==> config.mk <==
export PLATFORM = sky130hd
export DESIGN_NAME = bus_arbiter
export DESIGN_NICKNAME = d
export VERILOG_FILES = /design/src/rtl/bus_pkg.sv /design/src/rtl/rr_priority_picker.sv /design/src/rtl/bus_arbiter.sv
export SDC_FILE = /design/constraint.sdc
export NUM_CORES = 1
export LEC_CHECK = 0
export ABC_CLOCK_PERIOD_IN_PS = 1200
export BUFFER_PORTS_ARGS = -buffer_cell sky130_fd_sc_hd__buf_2
export CORE_UTILIZATION = 46
export CTS_BUF_LIST = sky130_fd_sc_hd__clkbuf_2
export CTS_CLUSTER_DIAMETER = 40
export DETAILED_ROUTE_END_ITERATION = 10
export GPL_TIMING_DRIVEN = 0
export PLACE_DENSITY = 0.87
export RECOVER_POWER = 25
export SYNTH_ARGS = -nofsm -noshare
export SYNTH_HDL_FRONTEND = slang
export SYNTH_SLANG_ARGS = --single-unit
==> constraint.sdc <==
create_clock -name clk -period 1.2 [get_ports clk]
set_clock_uncertainty 0.05 [all_clocks]
set_input_delay 0.24 -clock clk [delete_from_list [all_inputs] [get_ports clk]]
set_output_delay 0.24 -clock clk [all_outputs]
set_load 0.02 [all_outputs]
==> src/rtl/bus_pkg.sv <==
// Shared types for the bus arbiter: FSM states, slave ids and the default master id type.
package bus_pkg;

    typedef enum logic [1:0] {
        IDLE,
        BUSY,
        RELEASE
    } arb_state_t;

    typedef enum logic [1:0] {
        no_slave,
        slave_1,
        slave_2,
        slave_3
    } slave_t;

    localparam int unsigned MASTER_ID_WIDTH_DEF = 1;

    typedef logic [MASTER_ID_WIDTH_DEF-1:0] master_t;

endpackage

==> src/rtl/rr_priority_picker.sv <==
// Combinational masked round-robin select: first valid requester at or above ptr, else the
// lowest valid requester overall.
module rr_priority_picker #(
    parameter int N = 2,
    parameter int W = 1
) (
    input  logic [N-1:0] valid,
    input  logic [W-1:0] ptr,
    output logic         any,
    output logic [W-1:0] winner
);

    logic [N-1:0] masked;
    logic         found_masked;
    logic         found_any;
    logic [W-1:0] win_masked;
    logic [W-1:0] win_any;

    always_comb begin
        masked       = '0;
        found_masked = 1'b0;
        found_any    = 1'b0;
        win_masked   = '0;
        win_any      = '0;
        for (int i = 0; i < N; i++) begin
            masked[i] = valid[i] && (i >= int'(ptr));
        end
        for (int i = 0; i < N; i++) begin
            if (!found_masked && masked[i]) begin
                win_masked   = W'(i);
                found_masked = 1'b1;
            end
            if (!found_any && valid[i]) begin
                win_any   = W'(i);
                found_any = 1'b1;
            end
        end
        any    = found_any;
        winner = found_masked ? win_masked : win_any;
    end

endmodule

==> src/rtl/bus_arbiter.sv <==
// Round-robin bus arbiter driving the interconnect master/slave selects.
// Define ARB_TIMEOUT_EN to bound each tenure to MAX_HOLD cycles.
module bus_arbiter
    import bus_pkg::*;
#(
    parameter int MASTER_COUNT    = 2,
    parameter int SLAVE_COUNT     = 3,
    parameter int SLAVE_ID_WIDTH  = $clog2(SLAVE_COUNT + 1),
    parameter int MASTER_ID_WIDTH = (MASTER_COUNT > 1 ? $clog2(MASTER_COUNT) : 1),
    parameter int FIRST_PRIORITY  = 0,
    parameter int MAX_HOLD        = 1000
) (
    input  logic                                       clk,
    input  logic                                       rstN,
    input  logic [MASTER_COUNT-1:0]                    req,
    input  logic [MASTER_COUNT-1:0][SLAVE_ID_WIDTH-1:0] req_slave,
    input  logic [MASTER_COUNT-1:0]                    done,
    output logic [MASTER_COUNT-1:0]                    grant,
    output logic [MASTER_ID_WIDTH-1:0]                 sel_master,
    output logic [SLAVE_ID_WIDTH-1:0]                  sel_slave,
    output logic                                       bus_busy,
    output logic [MASTER_COUNT-1:0]                    req_err,
    output logic                                       timeout
);

    arb_state_t                 state;
    logic [MASTER_ID_WIDTH-1:0] rr_ptr;
    logic [MASTER_ID_WIDTH-1:0] winner;
    logic [MASTER_ID_WIDTH-1:0] rr_next;
    logic [MASTER_COUNT-1:0]    slave_ok;
    logic [MASTER_COUNT-1:0]    valid;
    logic [MASTER_COUNT-1:0]    bad_req;
    logic [MASTER_COUNT-1:0]    err_seen;
    logic                       any_valid;
    logic                       owner_done;
    logic                       owner_abort;
    logic                       expire;
    logic                       timeout_q;

    always_comb begin
        slave_ok = '0;
        for (int m = 0; m < MASTER_COUNT; m++) begin
            slave_ok[m] = (req_slave[m] != '0) &&
                          (req_slave[m] <= SLAVE_ID_WIDTH'(SLAVE_COUNT));
        end
    end

    assign valid   = req & slave_ok;
    assign bad_req = req & ~slave_ok;

    rr_priority_picker #(
        .N (MASTER_COUNT),
        .W (MASTER_ID_WIDTH)
    ) u_picker (
        .valid  (valid),
        .ptr    (rr_ptr),
        .any    (any_valid),
        .winner (winner)
    );

    assign rr_next     = (winner == MASTER_ID_WIDTH'(MASTER_COUNT - 1)) ? '0 : winner + 1'b1;
    assign owner_done  = done[sel_master];
    assign owner_abort = !req[sel_master];

`ifdef ARB_TIMEOUT_EN
    localparam int HOLD_W = $clog2(MAX_HOLD + 1);
    logic [HOLD_W-1:0] hold_cnt;

    assign expire = (hold_cnt == HOLD_W'(MAX_HOLD - 1));
`else
    logic unused_max_hold;

    assign unused_max_hold = ^MAX_HOLD;
    assign expire          = 1'b0;
`endif

    always_ff @(posedge clk or negedge rstN) begin
        if (!rstN) begin
            state      <= IDLE;
            grant      <= '0;
            sel_master <= '0;
            sel_slave  <= '0;
            bus_busy   <= 1'b0;
            timeout_q  <= 1'b0;
            rr_ptr     <= MASTER_ID_WIDTH'(FIRST_PRIORITY);
`ifdef ARB_TIMEOUT_EN
            hold_cnt   <= '0;
`endif
        end else begin
            timeout_q <= 1'b0;
            unique case (state)
                IDLE, RELEASE: begin
                    if (any_valid) begin
                        state      <= BUSY;
                        grant      <= MASTER_COUNT'(1) << winner;
                        sel_master <= winner;
                        sel_slave  <= req_slave[winner];
                        bus_busy   <= 1'b1;
                        rr_ptr     <= rr_next;
`ifdef ARB_TIMEOUT_EN
                        hold_cnt   <= '0;
`endif
                    end else begin
                        state <= IDLE;
                    end
                end
                BUSY: begin
`ifdef ARB_TIMEOUT_EN
                    hold_cnt <= hold_cnt + 1'b1;
`endif
                    if (owner_done || owner_abort || expire) begin
                        state     <= RELEASE;
                        grant     <= '0;
                        sel_slave <= '0;
                        bus_busy  <= 1'b0;
                        // A clean done in the expiry cycle is not a forced end.
                        timeout_q <= expire && !owner_done;
                    end
                end
                default: state <= IDLE;
            endcase
        end
    end

    // Error pulses once per request assertion; err_seen re-arms when req drops.
    always_ff @(posedge clk or negedge rstN) begin
        if (!rstN) begin
            req_err  <= '0;
            err_seen <= '0;
        end else begin
            req_err  <= bad_req & ~err_seen;
            err_seen <= (err_seen | bad_req) & req;
        end
    end

    assign timeout = timeout_q;

endmodule

## Word level (Yosys, flattened, before mapping)

Cells that the tools add are included.

| word-level totals | value |
|---|---|
| flip-flop bits (word level) | 13 |
| input bits | 10 |
| output and inout bits | 9 |
| word-level logic and storage cells | 67 |

| cells by class | value |
|---|---|
| add/subtract/negate cells | 1 |
| magnitude comparators | 5 |
| eq/ne operators | 4 |
| shifts and indexed selects | 1 |
| muxes and demuxes | 25 |
| bitwise operators | 7 |
| reductions and logical operators | 16 |

Operator list:

| cell | number |
|---|---|
| two-way mux 1 bit | 15 |
| two-way mux 2 bit | 6 |
| case mux 2 bit (2 select lines) | 3 |
| AND 2 bit | 4 |
| nonzero test 2 bit | 3 |
| logical AND 1 bit | 5 |
| less-or-equal comparator 2 bit, second input constant | 2 |
| less-than comparator 1 x 2 -> 1 bit, second input constant | 2 |
| inequality test 2 bit, second input constant | 2 |
| inverter 2 bit | 2 |
| logical NOT 1 bit | 3 |
| AND reduction 3 bit | 1 |
| equality test 2 x 1 -> 1 bit, second input constant | 1 |
| equality test 2 bit, second input constant | 1 |
| logical NOT 2 bit | 1 |
| bitwise OR 2 bit | 1 |
| case mux 1 bit (2 select lines) | 1 |
| AND reduction 2 bit | 1 |
| OR reduction 2 bit | 1 |
| << shifter 1 x 1 -> 2 bit, first input constant | 1 |
| adder 1 bit, second input constant | 1 |
| greater-or-equal comparator 1 bit, first input constant | 1 |
| logical OR 1 bit | 1 |

## Longest topological paths before layout

Gate-level depths: netlist (run 1).

| logic depth | value |
|---|---|
| word-level depth | 13 |
| gate-level depth with buffers | 4 |
| gate-level depth less buffers | 4 |

## By module

A second synthesis (run 1) with hierarchy kept.

| unflattened totals | value |
|---|---|
| cells, all modules | 60 |
| area total of the unflattened synthesis | 634.4 sq um |

Modules (own cells, without submodules):

| module | times used | cells an instance | area each (sq um) | seq. area each (sq um) |
|---|---|---|---|---|
| bus_arbiter | 1 | 57 | 616.8 | 325.3 |
| rr_priority_picker | 1 | 3 | 17.5 | 0.0 |

## Least setup slack after synthesis (run 1)

Ideal clock, no wire load.

| timing | value |
|---|---|
| path kind | register to register |
| start point | reg sel_master |
| end point | reg grant[1] |
| setup time | 0.120 ns |
| arrival time | 1.253 ns |
| required time | 1.030 ns |
| setup slack | -0.223 ns |
| stages on the path, launching flop included | 4 |
| buffers on the path | 0 |
| clock period less this slack | 1.423 ns |
| cells stage by stage | dfrtp_1 > and3b_4 > or3_4 > a31o_1 |

| between the ends | value |
|---|---|
| longest elaborated chain between the ends | 6 |
| elaborated cells on any way between the ends | 8 |
| those cells by class | eq/ne (1); mux (4); reduce/logical (3) |

Ends and longest elaborated chain:

| what | RTL line | RTL |
|---|---|---|
| from (decl) | bus_arbiter.sv:19 | `output logic [MASTER_ID_WIDTH-1:0] sel_master,` |
| from (signal assigned) | bus_arbiter.sv:96 | `sel_master <= winner;` |
| two-way mux 1 bit (not written as such) (2 in series) | bus_arbiter.sv:63 | `assign owner_abort = !req[sel_master];` |
| logical NOT 1 bit | bus_arbiter.sv:63 |  |
| logical OR 1 bit (*) | bus_arbiter.sv:111 | `if (owner_done \|\| owner_abort \|\| expire) begin` |
| inequality test 2 bit (no source line) (*) | n/a |  |
| AND reduction 3 bit (no source line) (*) | n/a |  |
| to (signal assigned) | bus_arbiter.sv:95 | `grant <= MASTER_COUNT'(1) << winner;` |
| to (decl) | bus_arbiter.sv:18 | `output logic [MASTER_COUNT-1:0] grant,` |

Mark *: on every way between the ends. The rest lies on a longest branch, timed or not. The select of a mux whose other input is x is not followed.
A chain may end at the register's enable or synchronous reset.

## Worst setup path in the final report (run 1)

Ends and elaborated chain as after synthesis.

==> results of run 1 <==
[synth_stat cells (all sizes together) (2+ instances only)]
cell | n | share of area (%)
dfrtp | 13 | 53
o21ai | 5 | 4.7
a21oi | 3 | 2.5
a31o | 3 | 4.3
inv | 3 | 1.8
nor2 | 3 | 1.8
nand2 | 2 | 1.2
nand2b | 2 | 2.1
nor3b | 2 | 2.5
o21a | 2 | 2.5
o221ai | 2 | 2.9
o32ai | 2 | 2.9
[report_power, final]
| group | switching (uW) | internal [uW] | leakage, uW | total (uW) |
|---|---|---|---|---|
| clock | 146 | 75.3 | 0.0000164 | 221 |
| combinational | 399 | 369 | 0.000226 | 768 |
| sequential | 97.0 | 581 | 0.000160 | 678 |
| total | 641 | 1030 | 0.000402 | 1670 |
[logic make-up (layout without fill, tap and decap cells)]
group / Yosys count / count (layout) / share of synthesized area (%)
other: 1 / 1 / 0.615
AOI/OAI and AO/OA: 21 / 21 / 24.8
DFF: 13 / 13 / 53.4
and+or+nand+nor: 16 / 16 / 17.5
buffers and inverters: 5 / 31 / 3.70
[metal layers]
layer / part of all wire, % / vias up / wire length (um) / GRT usage [%]
met5: 0 / - / 0 / 0
met1: 41 / 268 / 559 / 24.2
met4: 0.94 / 0 / 13 / 7.76
met2: 52 / 20 / 719 / 40.3
li1: - / 263 / - / -
met3: 6.1 / 2 / 84 / 8.72
[timing repair]
action,4_1_cts,5_1_grt
endpoints found under the hold margin,13,0
setup endpoints to repair,8,8
gates resized for setup,10,6
hold buffers,1,0
pin swaps,4,5
buffers inserted,4,0
[registers in the layout, summed over array words and instances (netlist names)]
register	count
err_seen	2
grant	2
req_err	2
sel_slave	2
state	2
bus_busy	1
rr_ptr	1
sel_master	1
[through the flow]
stage | total power (uW) | instances
2_1_floorplan | 1040 | 56
3_3_place_gp | 1210 | 87
3_5_place_dp | 1220 | 87
4_1_cts | 1600 | 96
5_1_grt | 1760 | 96
6_report | 1670 | 96
[area by class of cell]
type / count / area, um^2 / share of cell area [%]
sequential: 13 / 328 / 38.9
multi-input combinational: 38 / 318 / 37.7
timing repair buffer: 22 / 134 / 15.9
inverter: 4 / 17.5 / 2.08
tap: 14 / 17.5 / 2.08
clock buffer: 3 / 15.0 / 1.78
buffer: 1 / 7.51 / 0.892
clock inverter: 1 / 5.00 / 0.594
[worst max-delay path, delay by kind of cell, from the launching register on]
family	cells	cell delay, ns
and+or+nand+nor	2	0.54
DFF	1	0.44
AOI/OAI and AO/OA	1	0.18
[how the worst max path moves through the flow]
stage,startpoint,to,depth (start not counted)
after floorplan,sel_master,grant[1],3
after global placement,state[0],sel_slave[1],3
after detailed placement,state[0],sel_slave[1],3
after CTS,sel_master,sel_slave[1],4
after global routing,sel_master,sel_slave[1],4
final,sel_master,grant[1],3
==> impl_results.md, run 1 <==
- Result of the run: finished with violations
- Failing checks: setup timing
- Number of inserted filler cells in the final layout: between 80 and 90
- Ratio of final minimum period to clock period: 109%
- Wire length reported by the detailed router: roughly 1400 um
- Number of antenna violations at the first check in global routing: 0
- Insertion delay to the later sink of the worst-skew pair: around 0.28 ns
- Slack of the worst reg-to-reg path: -0.10 ns
- Fraction of final layout cells with drive strength greater than 1: between 50% and 60%
- Most used flip-flop cell after synthesis: sky130_fd_sc_hd__dfrtp_1
- Count of final setup violators: 6
- Per-instance average area after synthesis: 10.9 um^2
- Antenna Cells: 0
- Setup repair after global routing missed its margin: true
- Core occupancy in the finished layout: a little under three quarters
- VDD IR max: ~1.2 mV
- Total CTS buffers: 3
- TritonCTS clock tree: built
- Static leakage: just over 0.0004 uW
- Average via count per standard cell: around 5.8
- Cell depth of the worst hold path: 2
- Max-cap check violation count: 0
- Core region area: approximately 1200 um^2
- Starting density of the core: between 50% and 60%
- Most common cell after layout, fill and taps aside: sky130_fd_sc_hd__buf_2
- Overall routing resource usage: about 23%
- Largest stage delay on the critical path: about 0.44 ns
- Min cycle time layout: between 1 and 1.5 ns
- Post-synthesis cell area: roughly 610 um^2
- Hold path endpoint: req_err[1]
- Final Slew Violations: 0
- Count of synthesis-stage warnings from yosys: 0
- Overall overflow remaining after global route: 0
- Number of enable-type register cells in the synthesized netlist: 0
- Final standard cell area without fillers: 842 um^2
- First-pass GRT wire length: approximately 2200 um
- Residual DRC count: 0
- Synth unique cells: 29
- Die Y-Extent: roughly 38 um
- Area of the die: 1470 um^2
- Data required, critical path: ~1.3 ns
- Final total negative setup slack: -0.477 ns
- Slowest cell on the critical path: sky130_fd_sc_hd__dfrtp_2
- Worst Min Path Start: req_slave[2]
- Worst setup path category: reg2reg
- Worst slew margin: between 50 and 60%
- Register area share after synthesis: between 50% and 60%
- Number of search-and-repair iterations in the first detailed-routing pass: 4
- Count of pins on the block boundary: 19
- P&R area growth vs syn: 38.2%
- Startpoint types: register
- WL/cell: about 14 um
- Starting DRC count in detailed routing: 12
- Timing-limited maximum frequency: ~770 MHz
- Port Buffer Count: 17
- Final Hold Fails: 0
- Post-Place Cell Area: about 710 um^2
- CTS H-Tree Depth: 1
- Crit path DAT: 1.44 ns
- PnR worst setup slack: -0.105 ns
- Commonest cells after routing, fill and taps aside: sky130_fd_sc_hd__buf_2 (15), sky130_fd_sc_hd__dfrtp_1 (11), sky130_fd_sc_hd__buf_4 (4)
- Post-Synthesis Net Count: 66
- Endpoint kind of the worst setup timing path: register
- CTS sink count: 13
- Critical R2R Capture: grant[1]
- Depth of the worst register-to-register path: 3
- Routability-driven placement congestion ratio: 0.743
- Maximum fanout along the worst path: 3
- Clk pin slew, worst setup/hold paths: between 0.1 and 0.15 ns
- Rows: 12
- Hold Slack: roughly 0.16 ns
- Worst-case setup slack after placement: -0.215 ns
- Maximum root-to-sink buffer count: 2
- DP Wirelength: 865 um
- #FFs+latches synth: 13
- Horizontal die dimension: ~38 um
- Final Net Count: 93
- Actual slew at the worst max-slew pin: ~0.7 ns
- Vias in the first global route: 524
- Number of antenna-violating nets in the routed design: 0
- Origin of the critical flop-to-flop path: sel_master
- CTS root buffer: sky130_fd_sc_hd__clkbuf_2
- Overall via count from detail_route: about 550
- Largest net degree at the start of global routing: 14
- Class of the tightest hold or removal check: in2reg
- Power per cell area: between 1500 and 2000 nW/um^2
- Critical path cell sequence: and3b_4, or3_4, a31o_1
- Post-Syn Instances: between 50 and 60
- Post-synth ARST share: 100%
No activity file was read; power rests on OpenSTA's default activity.
==> inputs of run 2 (changes only) <==
--- a/config.mk
+++ b/config.mk
@@ -5,14 +5,15 @@
 export SDC_FILE = /design/constraint.sdc
 export NUM_CORES = 1
 export LEC_CHECK = 0
-export ABC_CLOCK_PERIOD_IN_PS = 1200
+export ABC_CLOCK_PERIOD_IN_PS = 1600
 export BUFFER_PORTS_ARGS = -buffer_cell sky130_fd_sc_hd__buf_2
-export CORE_UTILIZATION = 46
+export CORE_AREA = 2 2 39 41
 export CTS_BUF_LIST = sky130_fd_sc_hd__clkbuf_2
 export CTS_CLUSTER_DIAMETER = 40
 export DETAILED_ROUTE_END_ITERATION = 10
+export DIE_AREA = 0 0 41 43
 export GPL_TIMING_DRIVEN = 0
-export PLACE_DENSITY = 0.87
+export PLACE_DENSITY = 0.84
 export RECOVER_POWER = 25
 export SYNTH_ARGS = -nofsm -noshare
 export SYNTH_HDL_FRONTEND = slang
==> constraint.sdc (replaced) <==
create_clock -name clk -period 1.6 [get_ports clk]
set_clock_uncertainty 0.05 [all_clocks]
set_input_delay 0.48 -clock clk [delete_from_list [all_inputs] [get_ports clk]]
set_output_delay 0.48 -clock clk [all_outputs]
set_load 0.02 [all_outputs]
==> run 2 against run 1 <==
The flow now finishes without violations. Wire length is 4.8% lower. Setup slack better by 0.25 ns. Final cell count is 3.1% lower. Die area is 20% higher. Clock power is 19% lower. Flip-flop and latch count stayed put. Clock-buffer cell count is 1 higher. Hold slack worse by 0.031 ns. Largest cell class unchanged.
==> impl_results.md, run 2 (same netlist as run 1, synthesis figures left out) <==
- Result of the run: completed
- Final Net Count: 88 (-5.4%)
- Number of antenna-violating nets in the routed design: 0 (unchanged)
- Crit path DAT: 1.60 ns (+0.16 ns)
- Residual DRC count: 0 (unchanged)
- Min cycle time layout: 1.45 ns (+0.146 ns)
- CTS sink count: 13 (unchanged)
- Total CTS buffers: 3 (unchanged)
- Number of buffers added for setup after CTS: 0 (-4)
- PnR worst setup slack: 0.149 ns (+0.254 ns)
- Final Slew Violations: 0 (unchanged)
- Number of inserted filler cells in the final layout: 142 (+60%)
- Hold buffers post-CTS: 0 (-1)
- Starting density of the core: 44.0% (-8.0 points)
- Maximum root-to-sink buffer count: 2 (unchanged)
- Slowest cell on the critical path: sky130_fd_sc_hd__dfrtp_1
- Static leakage: 0.000355 uW (-12%)
- Routability-driven placement congestion ratio: 0.757 (+1.9%)
- WL/cell: 14.1 um (-1.7%)
- TritonCTS clock tree: built
- CTS root buffer: sky130_fd_sc_hd__clkbuf_2
- First-pass GRT wire length: 2060 um (-6.0%)
- Origin of the critical flop-to-flop path: state[0]
- Overall via count from detail_route: 516 (-6.7%)
- Commonest cells after routing, fill and taps aside: sky130_fd_sc_hd__buf_2 (16), sky130_fd_sc_hd__dfrtp_1 (13), sky130_fd_sc_hd__clkbuf_2 (4)
- Actual slew at the worst max-slew pin: 0.655 ns (-0.0369 ns)
- Wire length reported by the detailed router: 1310 um (-4.8%)
- DP Wirelength: 982 um (+14%)
- Clk pin slew, worst setup/hold paths: 0.13 ns (about the same)
- Most common cell after layout, fill and taps aside: sky130_fd_sc_hd__buf_2
- Post-Place Cell Area: 714 um^2 (+0.18%)
- Depth of the worst register-to-register path: 3 (unchanged)
- Final Hold Fails: 0 (unchanged)
- Core occupancy in the finished layout: 53.0% (-19 points)
- Overall power consumption: 1100 uW (-34%)
- Count of pins on the block boundary: 19 (unchanged)
- Max-cap check violation count: 0 (unchanged)
- Average via count per standard cell: 5.55 (-3.7%)
- Data required, critical path: 1.74 ns (+0.40 ns)
- Ratio of final minimum period to clock period: 90.7% (-18 points)
- Final standard cell area without fillers: 733 um^2 (-13%)
- Timing-limited maximum frequency: 689 MHz (-10%)
- Filler-free cell count of the finished design: 93 (-3.1%)
- Number of antenna violations at the first check in global routing: 0 (unchanged)
- Worst-case setup slack after placement: -0.0159 ns (+0.200 ns)
- P&R area growth vs syn: 20.3%
- Setup repair after global routing missed its margin: false
- Worst setup path category: reg2reg
- Largest net degree at the start of global routing: 14 (unchanged)
- Resized Gates After CTS: 0 (-10)
- Die Y-Extent: 43 um (+12%)
- Rows: 14 (+2)
- CTS H-Tree Depth: 1 (unchanged)
- VDD IR max: 0.581 mV (-52%)
- Endpoint kind of the worst setup timing path: register
- Worst slew margin: 56.3% (+2.5 points)
- Power per cell area: 1500 nW/um^2 (-24%)
- Horizontal die dimension: 41 um (+6.8%)
- Startpoint types: register
- Critical R2R Capture: sel_slave[1]
- Number of search-and-repair iterations in the first detailed-routing pass: 3 (-1)
- Count of final setup violators: 0 (-6)
- Largest stage delay on the critical path: 0.48 ns (+0.04 ns)
- Antenna Cells: 0 (unchanged)
- Vias in the first global route: 481 (-8.2%)
- Area of the die: 1760 um^2 (+20%)
- Count of placed standard cells including taps: 89 (+2.3%)
- Fraction of final layout cells with drive strength greater than 1: 35.1% (-17 points)
- Maximum fanout along the worst path: 8 (+5)
- Slack of the worst reg-to-reg path: 0.15 ns (+0.25 ns)
- Class of the tightest hold or removal check: in2async
- Core region area: 1380 um^2 (+18%)
- Critical path cell sequence: nand2b_1, o22a_1, o32ai_1
- Port Buffer Count: 17 (unchanged)
- Overall routing resource usage: 18.4% (-4.2 points)
- Insertion delay to the later sink of the worst-skew pair: 0.29 ns (about the same)
- Starting DRC count in detailed routing: 7 (-5)
- Overall overflow remaining after global route: 0 (unchanged)
-- run 2: final cells by class --
class,count,area [um^2],share of cell area [%]
timing repair buffer,17,83.8,11.4
sequential,13,325,44.4
inverter,4,15.0,2.05
clock buffer,4,20.0,2.73
tap,16,20.0,2.73
buffer,1,7.51,1.02
multi-input combinational,38,262,35.7
-- run 2: worst max path at each step --
| stage | startpoint | end | slack, ns | cells after the start |
|---|---|---|---|---|
| after floorplan | sel_master | grant[1] | 0.18 | 3 |
| after global placement | req[1] | grant[1] | 0.00005 | 4 |
| after detailed placement | req[1] | grant[1] | -0.02 | 4 |
| after CTS | state[0] | sel_slave[0] | 0.16 | 3 |
| after global routing | sel_master | sel_slave[1] | 0.08 | 4 |
| final | state[0] | sel_slave[1] | 0.15 | 3 |
-- run 2: critical path: cells and delay by family (launching register included) --
kind | cells | cell delay (ns)
AOI/OAI and AO/OA | 2 | 0.60
DFF | 1 | 0.48
and+or+nand+nor | 1 | 0.22
-- run 2: where the power goes --
part	total, uW	switching [uW]	internal (uW)
sequential	506	74.3	431
combinational	413	247	166
clock	180	114	66.2
-- run 2: layer usage --
metal | global-route usage, % | part of all wire, % | vias up
met5 | 0 | 0 | -
met4 | 14.0 | 3.4 | 0
met3 | 6.81 | 4.9 | 5
met2 | 26.9 | 50 | 12
met1 | 20.5 | 41 | 252
li1 | - | - | 247
-- run 2: through the flow --
stage / setup TNS, ns / hold WS (ns)
after global routing: 0 / 0.188
final: 0 / 0.124
after floorplan: 0 / 0.134
after detailed placement: -0.0159 / 0.323
after CTS: 0 / 0.00183
after global placement: 0 / 0.323
==> inputs of run 3 (changes only) <==
--- a/config.mk
+++ b/config.mk
@@ -7,13 +7,14 @@
 export LEC_CHECK = 0
 export ABC_CLOCK_PERIOD_IN_PS = 1600
 export BUFFER_PORTS_ARGS = -buffer_cell sky130_fd_sc_hd__buf_2
-export CORE_AREA = 2 2 39 41
+export CELL_PAD_IN_SITES_DETAIL_PLACEMENT = 0
+export CELL_PAD_IN_SITES_GLOBAL_PLACEMENT = 1
+export CORE_UTILIZATION = 42
 export CTS_BUF_LIST = sky130_fd_sc_hd__clkbuf_2
 export CTS_CLUSTER_DIAMETER = 40
 export DETAILED_ROUTE_END_ITERATION = 10
-export DIE_AREA = 0 0 41 43
 export GPL_TIMING_DRIVEN = 0
-export PLACE_DENSITY = 0.84
+export PLACE_DENSITY = 0.95
 export RECOVER_POWER = 25
 export SYNTH_ARGS = -nofsm -noshare
 export SYNTH_HDL_FRONTEND = slang
==> run 3 against run 2 <==
Setup slack better by 0.052 ns. Critical path depth is 2 lower. Cell area down 0.17%. Final cell count fell by 1.1%. Largest power group unchanged.
==> impl_results.md, run 3 (same netlist as run 1, synthesis figures left out) <==
- Clk pin slew, worst setup/hold paths: 0.12 ns (about the same)
- Ratio of final minimum period to clock period: 87.4% (-3.2 points)
- Overall overflow remaining after global route: 0 (unchanged)
- Largest net degree at the start of global routing: 14 (unchanged)
- Fraction of final layout cells with drive strength greater than 1: 35.1% (unchanged)
- Setup repair after global routing missed its margin: false
- Worst setup path category: reg2out
- Timing-limited maximum frequency: 715 MHz (+3.7%)
- Final Slew Violations: 0 (unchanged)
- Final total negative setup slack: 0 ns (unchanged)
- Overall via count from detail_route: 507 (-1.7%)
- P&R area growth vs syn: 20.1%
- Overall routing resource usage: 18.9% (+0.45 points)
- Average via count per standard cell: 5.51 (-0.68%)
- Core occupancy in the finished layout: 55.6% (+2.6 points)
- Critical path buffer and inverter count: 1 (+1)
- Crit path DAT: 0.87 ns (-0.73 ns)
- TritonCTS clock tree: built
- WL/cell: 12.8 um (-8.9%)
- Actual slew at the worst max-slew pin: 0.691 ns (+0.0354 ns)
- Worst slew margin: 53.9% (-2.4 points)
- CTS root buffer: sky130_fd_sc_hd__clkbuf_2
- Crit. Startpoint: sel_master
- Horizontal die dimension: 40.1 um (-2.2%)
- Number of inserted filler cells in the final layout: 110 (-23%)
- Slowest cell on the critical path: sky130_fd_sc_hd__dfrtp_1
- Die Y-Extent: 40.1 um (-6.8%)
- Most common cell after layout, fill and taps aside: sky130_fd_sc_hd__buf_2
- Critical path cell sequence: buf_2
- Number of buffers added for setup after CTS: 0 (unchanged)
- Number of antenna-violating nets in the routed design: 0 (unchanged)
- Largest stage delay on the critical path: 0.43 ns (-0.05 ns)
- Insertion delay to the later sink of the worst-skew pair: 0.27 ns (-0.02 ns)
- PnR worst setup slack: 0.201 ns (+0.0520 ns)
- Origin of the critical flop-to-flop path: state[0]
- Final Hold Fails: 0 (unchanged)
- Data required, critical path: 1.07 ns (-0.67 ns)
- Count of pins on the block boundary: 19 (unchanged)
- Number of antenna violations at the first check in global routing: 0 (unchanged)
- Cell family with the largest share of critical-path delay: flip-flops
- Number of search-and-repair iterations in the first detailed-routing pass: 3 (unchanged)
- Slack of the worst reg-to-reg path: 0.21 ns (+0.06 ns)
- Starting DRC count in detailed routing: 5 (-2)
- Static leakage: 0.000355 uW (unchanged)
- Power per cell area: 1470 nW/um^2 (-1.8%)
- First-pass GRT wire length: 1910 um (-7.1%)
- Vias in the first global route: 454 (-5.6%)
- Rows: 13 (-1)
- Depth of the worst register-to-register path: 3 (unchanged)
- Instance count on the critical path: 1 (-2)
- Critical Path End: sel_master
- Critical R2R Capture: sel_slave[0]
- Maximum fanout along the worst path: 4 (-4)
- Wire length reported by the detailed router: 1180 um (-9.9%)
- Antenna Cells: 0 (unchanged)
- Hold buffers post-CTS: 0 (unchanged)
- Routability-driven placement congestion ratio: 0.719 (-5.0%)
- Resized Gates After CTS: 0 (unchanged)
- Commonest cells after routing, fill and taps aside: sky130_fd_sc_hd__buf_2 (16), sky130_fd_sc_hd__dfrtp_1 (13), sky130_fd_sc_hd__clkbuf_2 (4)
- Starting density of the core: 46.2% (+2.2 points)
- CTS sink count: 13 (unchanged)
- Multi-input combinational cell area: 262 um^2 (unchanged)
- Worst-case setup slack after placement: -0.0130 ns (+0.00295 ns)
- Endpoint kind of the worst setup timing path: output pin
- Port Buffer Count: 17 (unchanged)
- Min cycle time layout: 1.40 ns (-0.0520 ns)
- VDD IR max: 0.679 mV (+17%)
- Total CTS buffers: 3 (unchanged)
- Core region area: 1320 um^2 (-4.8%)
- Maximum root-to-sink buffer count: 2 (unchanged)
- Residual DRC count: 0 (unchanged)
- Count of final setup violators: 0 (unchanged)
- Result of the run: completed
- Area of the die: 1610 um^2 (-8.8%)
- Startpoint types: register
- Class of the tightest hold or removal check: in2async
- CTS H-Tree Depth: 1 (unchanged)
- Sequential cell area in the final layout: 325 um^2 (unchanged)
- Final Net Count: 88 (unchanged)
- Max-cap check violation count: 0 (unchanged)
- DP Wirelength: 877 um (-11%)
## run 3: cell counts in the layout (fill, tap and decap cells not counted)
No cell type changed its count.
## run 3: area by class of cell
type | count | share of cell area, %
Tap cell | 15 | 2.56
Clock buffer | 4 | 2.74
Multi-Input combinational cell | 38 | 35.7
Buffer | 1 | 1.03
Sequential cell | 13 | 44.4
Timing Repair Buffer | 17 | 11.5
Inverter | 4 | 2.05
## run 3: worst reg2reg max path, stage by stage (launching register included)
cell,delay [ns]
sky130_fd_sc_hd__dfrtp_1,0.47
sky130_fd_sc_hd__nand2b_1,0.20
sky130_fd_sc_hd__o22a_1,0.27
sky130_fd_sc_hd__o32ai_1,0.31
## run 3: metal layers
layer	GRT usage, %	wire [um]	vias to the layer above
li1	-	-	251
met1	23.9	530	243
met2	27.8	578	9
met3	5.00	46	4
met4	12.9	26	0
met5	0	0	-
## run 3: through the flow
step	area [um^2]	hold WS [ns]	instances	total power, uW
3_5_place_dp	713	0.330	88	914
4_1_cts	733	0.0194	92	1080
3_3_place_gp	713	0.326	88	904
2_1_floorplan	609	0.134	56	775
5_1_grt	732	0.209	92	1150
6_report	732	0.154	92	1080
## run 3: worst min path at each step
stage	from	end	slack (ns)	cells after the start
2_1_floorplan	rstN	bus_busy	0.13	0
3_3_place_gp	rstN	req_err[1]	0.33	1
3_5_place_dp	rstN	req_err[1]	0.33	1
5_1_grt	rstN	rr_ptr	0.21	1
4_1_cts	rstN	req_err[1]	0.02	1
6_report	rstN	req_err[1]	0.15	1
## run 3: report_power, final
group / total [uW] / internal (uW) / leakage (uW) / switching [uW]
sequential: 494 / 431 / 0.000163 / 62.5
combinational: 412 / 166 / 0.000175 / 245
clock: 172 / 66.3 / 0.0000166 / 106
total: 1080 / 664 / 0.000355 / 414
